$ cat src/rtl/capture_ctrl.sv
// capture_ctrl - sequences a single logic-analyser capture.
//
// The controller arms, fills the circular sample BRAM with the pre-trigger
// history, waits for a trigger, collects the post-trigger samples, and then
// hands the window start address and length to the UART dump engine. It
// waits for that engine to finish before it returns to idle. Sample data
// goes straight from the sampler to the BRAM. This block owns only the BRAM
// write address and the write enable.
//
// Ports
//   clk            system clock
//   rst_n          asynchronous active-low reset
//   arm_i          start a capture (honoured only when idle)
//   abort_i        cancel a capture in progress (ignored once the dump is requested)
//   sample_valid_i sampler strobe, one new sample this cycle
//   trig_in_i      qualified trigger, one cycle wide
//   wr_en_o        BRAM write enable (combinational: sample_valid_i while capturing)
//   waddr_o        BRAM write address
//   start_dump_o   one-cycle request to the dump engine
//   dump_addr_o    first sample of the dump window, held until idle
//   dump_count_o   number of samples to dump (PRE+POST)
//   dump_busy_i    dump engine busy
//   busy_o         controller not idle
//   triggered_o    a trigger was accepted during this capture
//   done_o         one-cycle pulse when the dump has completed
module capture_ctrl #(
   parameter int AW   = 10,
   parameter int PRE  = 64,
   parameter int POST = 192
) (
   input  logic          clk,
   input  logic          rst_n,
   input  logic          arm_i,
   input  logic          abort_i,
   input  logic          sample_valid_i,
   input  logic          trig_in_i,
   output logic          wr_en_o,
   output logic [AW-1:0] waddr_o,
   output logic          start_dump_o,
   output logic [AW-1:0] dump_addr_o,
   output logic [15:0]   dump_count_o,
   input  logic          dump_busy_i,
   output logic          busy_o,
   output logic          triggered_o,
   output logic          done_o
);

   localparam logic [15:0]   PRE_C  = 16'(PRE);
   localparam logic [15:0]   POST_C = 16'(POST);
   localparam logic [AW-1:0] PRE_A  = AW'(PRE);
   localparam logic [AW-1:0] ONE_A  = AW'(1);

   typedef enum logic [2:0] {
      S_IDLE     = 3'd0,
      S_PREFILL  = 3'd1,
      S_ARMED    = 3'd2,
      S_POST     = 3'd3,
      S_DREQ     = 3'd4,
      S_DWAIT_HI = 3'd5,
      S_DWAIT_LO = 3'd6
   } state_e;

   state_e        state_q, state_d;
   logic [AW-1:0] waddr_q, waddr_d;
   logic [AW-1:0] trig_addr_q, trig_addr_d;
   logic [AW-1:0] dump_addr_q, dump_addr_d;
   logic [15:0]   pre_cnt_q, pre_cnt_d;
   logic [15:0]   post_cnt_q, post_cnt_d;
   logic          start_dump_q, start_dump_d;
   logic          triggered_q, triggered_d;
   logic          done_q, done_d;
   logic          busy_q, busy_d;
   logic          capturing_s;
   logic          wr_en_s;

   // Next-state and next-register computation for the capture sequencer.
   always_comb begin
      state_d      = state_q;
      waddr_d      = waddr_q;
      trig_addr_d  = trig_addr_q;
      dump_addr_d  = dump_addr_q;
      pre_cnt_d    = pre_cnt_q;
      post_cnt_d   = post_cnt_q;
      triggered_d  = triggered_q;
      done_d       = 1'b0;
      start_dump_d = 1'b0;
      busy_d       = 1'b0;

      capturing_s = (state_q == S_PREFILL) || (state_q == S_ARMED) || (state_q == S_POST);
      wr_en_s     = sample_valid_i & capturing_s;

      // Every write advances the address. It wraps naturally at 2^AW.
      if (wr_en_s) begin
         waddr_d = waddr_q + ONE_A;
      end else begin
         waddr_d = waddr_q;
      end

      case (state_q)
         S_IDLE: begin
            if (arm_i && !abort_i) begin
               waddr_d     = '0;
               pre_cnt_d   = 16'd0;
               triggered_d = 1'b0;
               state_d     = (PRE_C == 16'd0) ? S_ARMED : S_PREFILL;
            end else begin
               state_d = S_IDLE;
            end
         end
         S_PREFILL: begin
            if (abort_i) begin
               state_d = S_IDLE;
            end else if (sample_valid_i) begin
               pre_cnt_d = pre_cnt_q + 16'd1;
               if (pre_cnt_d == PRE_C) begin
                  state_d = S_ARMED;
               end else begin
                  state_d = S_PREFILL;
               end
            end else begin
               state_d = S_PREFILL;
            end
         end
         S_ARMED: begin
            if (abort_i) begin
               state_d = S_IDLE;
            end else if (trig_in_i) begin
               // waddr_q is the slot written now, or the next one if no sample is present.
               trig_addr_d = waddr_q;
               triggered_d = 1'b1;
               post_cnt_d  = {15'd0, sample_valid_i};
               if ((POST_C == 16'd1) && sample_valid_i) begin
                  state_d = S_DREQ;
               end else begin
                  state_d = S_POST;
               end
            end else begin
               state_d = S_ARMED;
            end
         end
         S_POST: begin
            if (abort_i) begin
               state_d = S_IDLE;
            end else if (sample_valid_i) begin
               post_cnt_d = post_cnt_q + 16'd1;
               if (post_cnt_d == POST_C) begin
                  state_d = S_DREQ;
               end else begin
                  state_d = S_POST;
               end
            end else begin
               state_d = S_POST;
            end
         end
         S_DREQ: begin
            state_d = S_DWAIT_HI;
         end
         S_DWAIT_HI: begin
            if (dump_busy_i) begin
               state_d = S_DWAIT_LO;
            end else begin
               state_d = S_DWAIT_HI;
            end
         end
         S_DWAIT_LO: begin
            if (!dump_busy_i) begin
               state_d = S_IDLE;
               done_d  = 1'b1;
            end else begin
               state_d = S_DWAIT_LO;
            end
         end
         default: begin
            state_d = S_IDLE;
         end
      endcase

      // The dump window begins PRE samples before the trigger. The subtraction wraps at AW bits.
      if (state_d == S_DREQ) begin
         start_dump_d = 1'b1;
         dump_addr_d  = trig_addr_d - PRE_A;
      end else begin
         start_dump_d = 1'b0;
         dump_addr_d  = dump_addr_q;
      end

      busy_d = (state_d != S_IDLE);
   end

   // State and datapath registers.
   always_ff @(posedge clk or negedge rst_n) begin
      if (!rst_n) begin
         state_q      <= S_IDLE;
         waddr_q      <= '0;
         trig_addr_q  <= '0;
         dump_addr_q  <= '0;
         pre_cnt_q    <= 16'd0;
         post_cnt_q   <= 16'd0;
         start_dump_q <= 1'b0;
         triggered_q  <= 1'b0;
         done_q       <= 1'b0;
         busy_q       <= 1'b0;
      end else begin
         state_q      <= state_d;
         waddr_q      <= waddr_d;
         trig_addr_q  <= trig_addr_d;
         dump_addr_q  <= dump_addr_d;
         pre_cnt_q    <= pre_cnt_d;
         post_cnt_q   <= post_cnt_d;
         start_dump_q <= start_dump_d;
         triggered_q  <= triggered_d;
         done_q       <= done_d;
         busy_q       <= busy_d;
      end
   end

   assign wr_en_o      = wr_en_s;
   assign waddr_o      = waddr_q;
   assign start_dump_o = start_dump_q;
   assign dump_addr_o  = dump_addr_q;
   assign dump_count_o = 16'(PRE + POST);
   assign busy_o       = busy_q;
   assign triggered_o  = triggered_q;
   assign done_o       = done_q;

endmodule

$ cat config.mk
export PLATFORM = sky130hd
export DESIGN_NAME = capture_ctrl
export DESIGN_NICKNAME = d
export VERILOG_FILES = /design/src/rtl/capture_ctrl.sv
export SDC_FILE = /design/constraint.sdc
export NUM_CORES = 1
export LEC_CHECK = 0
export BUFFER_PORTS_ARGS = -buffer_cell sky130_fd_sc_hd__buf_4
export CAP_MARGIN = 20
export CORE_ASPECT_RATIO = 0.9
export CORE_MARGIN = 2
export CORE_UTILIZATION = 58
export CTS_CLUSTER_DIAMETER = 60
export DETAILED_ROUTE_END_ITERATION = 10
export PLACE_DENSITY_LB_ADDON = 0.12
export SLEW_MARGIN = 40
export SYNTH_ARGS = -nofsm -noshare
export SYNTH_HDL_FRONTEND = slang
export SYNTH_SLANG_ARGS = --single-unit
$ cat constraint.sdc
create_clock -name clk -period 2.5 [get_ports clk]
set_input_delay 0.25 -clock clk [delete_from_list [all_inputs] [get_ports clk]]
set_output_delay 0.25 -clock clk [all_outputs]
set_load 0.1 [all_outputs]
==> summary.txt, run 1 <==
Layout
  • # diodes: 0
  • Non-Filler Instances: 533
  • Share of cells above drive strength 1: 0.204
  • P&R area growth vs syn: 14.7%
  • Post-route core utilization: 0.698
  • Nets: 452
  • Design area: 4340 sq um

Global route
  • Initial antenna violation count: 0
  • Total track usage: 0.253
  • GR Overflow Total: 0
  • Number of global-route vias before repair: 2986
  • First-pass GRT wire length: 14.1 mm
  • Pin count of the biggest net entering global routing: 70

Power
  • Switching part of the total: 0.326
  • Leak Pwr: 2.03 nW
  • Int Pwr: 1.72 mW
  • Logic pwr share: 0.172
  • Maximum vdd ir drop: 0.000403 V
  • Clock group share of total power: 0.360
  • Sequential power share: 0.468
  • PwrDens: 587 nW/um^2
  • Pwr Total: 2.55 mW
  • Net switching power: 0.831 mW

Status
  • Status: completed

Clock tree
  • Clock Path Buffers: 2
  • Root Buffer: clkbuf_8
  • Clk sinks: 69
  • Clock slew at reported path FFs: 0.07 ns
  • Clock latency on the worst-skew pair: 0.34 ns
  • CTS tree: done
  • H-tree lvl count: 3
  • Num CTS Buffers: 9

Synth
  • Most numerous cell in the Yosys netlist: dfrtp_1
  • Post-synthesis cell area: 3780 sq um
  • Post-synth top area share: 0.457
  • Synth area leader: dfrtp_1
  • #FFs+latches synth: 69
  • Synth unique cells: 54
  • Synthesized instance count: 403
  • Post-synth top cells: dfrtp_1, o21ai_0, nor2_1
  • Top FF cell, synth: dfrtp_1
  • EDFF count, synth: 0
  • YS warnings: 0
  • Top cells by area, synth: dfrtp_1, o21ai_0, mux2_2
  • Sequential fraction of the synthesis area: 0.457
  • Syn Area/Cell: 9.39 sq um
  • Post-synth ARST share: 1.00

Setup path
  • Crit end category: flop
  • WP data required: 2.73 ns
  • Crit-path max FO: 10
  • Crit path kind: flop to flop
  • Arrival time at the worst endpoint: 2.62 ns
  • Setup crit start kind: flop

Placement
  • Setup WS pre-CTS: 0.0634 ns
  • GPL Wtd Cong: 0.898
  • Post-DP Area: 4110 sq um
  • Dpl cells: 515
  • Post-detail-place hpwl: 5.67 mm
  • IO Port Bufs: 31

Die
  • Die Y: 80.6 um
  • Die area: 7180 sq um
  • Core region area: 6220 sq um
  • Die width: 89.1 um
  • FP Rows: 27
  • I/O pins: 48
  • Starting Density: 0.608

Min path
  • Worst hold path class: primary input to flop

Route
  • Total Wirelength: 8.34 mm
  • Drt pass-1 iters: 5
  • Vias/cell: 5.90
  • Avg WL per Cell: 15.6 um
  • DRT iter0 DRCs: 218
  • DRC errors left: 0
  • Final ANT Viol Nets: 0
  • Via count of the routed design: 3143

STA
  • Final hold slack: 0.234 ns
  • Setup Viol. Count Final: 0
  • Worst slew pin tran: 0.627 ns
  • Fmax: 0.419 GHz
  • TNS Setup: 0 ns
  • Setup ws final: 0.114 ns
  • Final hold vios: 0
  • Max Clock Skew: 0.00330 ns
  • Slew HR: 0.581
  • Max-slew violations: 0
  • Final period utilization: 0.955
  • RSZ-0062 raised after global routing: false
  • Tmin final: 2.39 ns

Job
  • Maxcap violations: 0
-- worst max-delay path: stages (launching register included) --
cell and delay [ns]:
dfrtp_1 0.43, ha_2 0.27, nand3_2 0.14, nor3_2 0.32, mux2i_1 0.23, a32oi_1 0.13, nor3_4 0.25, buf_12 0.16
mux2_2 0.33
-- cells in the final DEF (no fill, tap or decap), types with 7 or more instances in the layout --
master | synthesis | layout
inv_1 | 11 | 11
and3_1 | 8 | 8
nor2_1 | 40 | 37
nand3_1 | 13 | 13
dfrtp_1 | 69 | 69
a21oi_1 | 11 | 11
buf_4 | 16 | 43
mux2_2 | 17 | 17
o21ai_0 | 51 | 51
nand2_1 | 36 | 36
conb_1 | 2 | 16
xor2_1 | 7 | 7
nor3_1 | 7 | 7
xnor2_1 | 9 | 9
clkbuf_8 | 0 | 10
o31ai_1 | 8 | 8
nand4_1 | 13 | 13
-- per-layer routing --
| metal | up-vias | wire, um | GRT usage |
|---|---|---|---|
| li1 | 1505 | - | - |
| met2 | 91 | 3910 | 0.387 |
| met1 | 1531 | 3940 | 0.357 |
| met4 | 0 | 142 | 0.0955 |
| met3 | 16 | 343 | 0.0452 |
| met5 | - | 0 | 0 |
-- flip-flops by register name, indices dropped and copies added, names as in the netlist --
register and count:
post_cnt_q 16, waddr_o 10, pre_cnt_q 16, done_o 1, start_dump_o 1, triggered_o 1
trig_addr_q 10, busy_o 1, dump_addr_o 10, state_q 3
-- final timing paths --
| kind | from | end | slack (ns) | cells after the start |
|---|---|---|---|---|
| max in group asynchronous | rst_n | post_cnt_q[6]$_DFFE_PN0P_ | 1.61 | 2 |
| max reg2reg | post_cnt_q[0]$_DFFE_PN0P_ | dump_addr_o[8]$_DFFE_PN0N_ | 0.11 | 8 |
| min in group asynchronous | rst_n | trig_addr_q[5]$_DFF_PN0_ | 0.46 | 2 |
| min | dump_busy_i | done_o$_DFF_PN0_ | 0.23 | 3 |
| min reg2reg | trig_addr_q[0]$_DFF_PN0_ | trig_addr_q[0]$_DFF_PN0_ | 0.49 | 1 |
| max | post_cnt_q[0]$_DFFE_PN0P_ | dump_addr_o[8]$_DFFE_PN0N_ | 0.11 | 8 |
-- power groups by stage --
stage	Clock, mW	Sequential (mW)	Combinational, mW
2_1_floorplan	0	1.34	0.218
4_1_cts	0.934	1.19	0.440
3_5_place_dp	0	1.21	0.438
5_1_grt	0.977	1.20	0.463
6_report	0.916	1.19	0.438
3_3_place_gp	0	1.21	0.427
-- repair_timing --
action | CTS | global route
setup buffers | 0 | 1
endpoints found under the setup margin | 0 | 10
resized for setup | 0 | 2
endpoints found under the hold margin | 69 | 0
hold buffers | 1 | 0
-- layout make-up --
cell class / count / area [sq um]
well taps: 87 / 109
clock buffers: 11 / 141
flip-flops and latches: 69 / 1730
clock inverters: 5 / 58.8
repair buffers: 46 / 364
inverters: 11 / 41.3
multi-input cells: 304 / 1900
fillers: 495 / 1880
-- kinds of logic after synthesis --
family	Yosys count	synth area share
AOI/OAI and AO/OA	92	0.143
xor gates and xnor gates	16	0.0371
buffers and inverters	44	0.0615
adders and majority gates	4	0.0132
muxes	23	0.0665
DFF	69	0.457
and+or+nand+nor	153	0.221
other	2	0.00199
(Power assumes the default switching activity.)
==> run 2, diff against run 1 <==
BUFFER_PORTS_ARGS = default   (was -buffer_cell sky130_fd_sc_hd__buf_4)
CORE_UTILIZATION = 60   (was 58)
CTS_BUF_LIST = sky130_fd_sc_hd__clkbuf_4 sky130_fd_sc_hd__clkbuf_8 sky130_fd_sc_hd__clkbuf_16   (was default)
DONT_BUFFER_PORTS = 1   (was default)
==> run 2 against run 1 <==
Critical path type unchanged; first-iteration DRC count down 17%; largest cell class unchanged; core utilization is 0.75 points lower; critical endpoint is now dump_addr_o[9]$_DFFE_PN0N_; wire length down 2.0%.
==> summary.txt, run 2 (same netlist as run 1, synthesis figures left out) <==
Status
  • Status: completed (unchanged)

Setup path
  • Reg-to-Reg Start: post_cnt_q[0]$_DFFE_PN0P_ (unchanged)
  • CP bufs+invs: 1 (unchanged)
  • Worst-path cell chain: ha_2 -> nand3_2 -> nor3_4 -> mux2i_1 -> a32oi_2 -> nor3_4 -> buf_12 -> mux2_2 (was ha_2 -> nand3_2 -> nor3_2 -> mux2i_1 -> a32oi_1 -> nor3_4 -> buf_12 -> mux2_2)
  • Crit path to: dump_addr_o[9]$_DFFE_PN0N_ (was dump_addr_o[8]$_DFFE_PN0N_)
  • Crit path kind: flop to flop (unchanged)
  • Reg2reg end: dump_addr_o[9]$_DFFE_PN0N_ (was dump_addr_o[8]$_DFFE_PN0N_)
  • Top delay family on crit path: simple AND/OR/NAND/NOR gates (unchanged)
  • Cell seen most often among critical-path stages: nor3_4
  • Crit-path max FO: 10 (unchanged)
  • Crit path from: post_cnt_q[0]$_DFFE_PN0P_ (unchanged)
  • WP data required: 2.73 ns (about the same)
  • Reg2reg setup slack: 0.18 ns (was 0.11 ns)
  • CP max stage delay: 0.43 ns (about the same)
  • Critical Path Stages: 8 (unchanged)
  • Reg2reg path depth: 8 (unchanged)
  • Crit end category: flop (unchanged)
  • CP max stage cell: dfrtp_1 (unchanged)
  • Arrival time at the worst endpoint: 2.55 ns (was 2.62 ns)
  • Setup crit start kind: flop (unchanged)

Power
  • PwrDens: 593 nW/um^2 (was 587 nW/um^2)
  • Pwr Total: 2.51 mW (was 2.55 mW)
  • Leak Pwr: 1.94 nW (was 2.03 nW)
  • Maximum vdd ir drop: 0.000406 V (was 0.000403 V)

Clock tree
  • CTS tree: done (unchanged)
  • Num CTS Buffers: 9 (unchanged)
  • H-tree lvl count: 3 (unchanged)
  • Clk sinks: 69 (unchanged)
  • Clock slew at reported path FFs: 0.08 ns (was 0.07 ns)
  • Root Buffer: clkbuf_8 (unchanged)
  • Clock latency on the worst-skew pair: 0.35 ns (was 0.34 ns)
  • Clock Path Buffers: 2 (unchanged)

Layout
  • P&R area growth vs syn: 11.6% (was 14.7%)
  • Most common cell after layout, fill and taps aside: dfrtp_1 (unchanged)
  • Commonest non-fill, non-tap cells in the layout: dfrtp_1, o21ai_0, nor2_1 (was dfrtp_1, o21ai_0, buf_4)
  • Share of cells above drive strength 1: 0.195 (was 0.204)
  • Largest regs: post_cnt_q x16, pre_cnt_q x16 (unchanged)
  • # diodes: 0 (unchanged)
  • Nets: 432 (was 452)

Placement
  • IO Port Bufs: 0 (was 31)
  • Post-detail-place hpwl: 5.62 mm (was 5.67 mm)
  • GPL Wtd Cong: 0.883 (was 0.898)
  • Setup WS pre-CTS: 0.0614 ns (was 0.0634 ns)

Route
  • DRT iter0 DRCs: 180 (was 218)
  • Via count of the routed design: 2979 (was 3143)
  • DRC errors left: 0 (unchanged)
  • Drt pass-1 iters: 4 (was 5)
  • Avg WL per Cell: 15.9 um (was 15.6 um)
  • Final ANT Viol Nets: 0 (unchanged)
  • Total Wirelength: 8.18 mm (was 8.34 mm)
  • Vias/cell: 5.81 (was 5.90)

Min path
  • Hold depth: 1 (was 3)
  • Hold Crit Start: sample_valid_i (was dump_busy_i)
  • Worst hold path class: primary input to flop (unchanged)

Die
  • Starting Density: 0.619 (was 0.608)
  • Die area: 6960 sq um (was 7180 sq um)
  • I/O pins: 48 (unchanged)
  • FP Rows: 27 (unchanged)
  • Die width: 87.7 um (was 89.1 um)
  • Die Y: 79.3 um (was 80.6 um)
  • Core region area: 6110 sq um (was 6220 sq um)

STA
  • Final hold vios: 0 (unchanged)
  • Slew HR: 0.404 (was 0.581)
  • Max Clock Skew: 0.00787 ns (was 0.00330 ns)
  • Final period utilization: 0.928 (was 0.955)
  • Max-slew violations: 0 (unchanged)
  • Tmin final: 2.32 ns (was 2.39 ns)
  • Setup Viol. Count Final: 0 (unchanged)
  • Worst slew pin tran: 0.894 ns (was 0.627 ns)
  • TNS Setup: 0 ns (unchanged)
  • Fmax: 0.431 GHz (was 0.419 GHz)
  • RSZ-0062 raised after global routing: false (unchanged)
  • Setup ws final: 0.181 ns (was 0.114 ns)

Global route
  • Pin count of the biggest net entering global routing: 70 (unchanged)
  • Number of global-route vias before repair: 2923 (was 2986)
  • First-pass GRT wire length: 14.1 mm (about the same)
  • GR Overflow Total: 0 (unchanged)
  • Total track usage: 0.261 (was 0.253)
  • Initial antenna violation count: 0 (unchanged)

Job
  • Maxcap violations: 0 (unchanged)
[run 2: cell types whose count changed in the layout (fill, tap and decap cells not counted), moves of 2 or more]
cell	change
buf_4	-20
clkbuf_4	+2
clkinv_2	+2
dfrtp_1	-10
dfrtp_2	+10
[run 2: cell type report]
class                      count  area, sq um
clock inverter                 5         52.6
clock buffer                  11          139
multi-input combinational    304         1910
inverter                      11         41.3
sequential                    69         1740
timing repair buffer          26          230
fill                         473         1890
tap                           87          109
[run 2: metal layers]
| layer | global-route usage | vias up | share of wire |
|---|---|---|---|
| met3 | 0.0582 | 11 | 0.036 |
| met1 | 0.365 | 1465 | 0.48 |
| met2 | 0.402 | 47 | 0.47 |
| met5 | 0 | - | 0 |
| met4 | 0.0877 | 0 | 0.013 |
| li1 | - | 1456 | - |
[run 2: stage by stage]
step / cells / instance area [sq um] / utilization / hold WS, ns
floorplan: 417 / 3850 / - / -0.0456
global placement: 494 / 3950 / 0.645 / -0.0443
detailed placement: 494 / 3950 / 0.646 / -0.0442
CTS: 512 / 4180 / 0.684 / 0.0311
global route: 513 / 4220 / 0.691 / 0.0246
finish: 513 / 4220 / 0.691 / 0.0389
[run 2: worst min-delay path by stage]
stage                                     end  slack, ns
floorplan                    busy_o$_DFF_PN0_      -0.05
global placement      triggered_o$_DFFE_PN0P_      -0.04
detailed placement    triggered_o$_DFFE_PN0P_      -0.04
CTS                 post_cnt_q[0]$_DFFE_PN0P_       0.03
global route        post_cnt_q[0]$_DFFE_PN0P_       0.02
finish              post_cnt_q[0]$_DFFE_PN0P_       0.04
[run 2: power breakdown]
group	total (mW)	internal, mW	switching, mW
Clock	0.895	0.478	0.417
Combinational	0.413	0.0728	0.340
Sequential	1.20	1.15	0.0527
[run 2: what timing repair did]
action,in CTS,in global routing
setup buffers,0,1
endpoints found under the setup margin,0,11
resized for setup,0,5
hold buffers,2,0
endpoints found under the hold margin,69,0
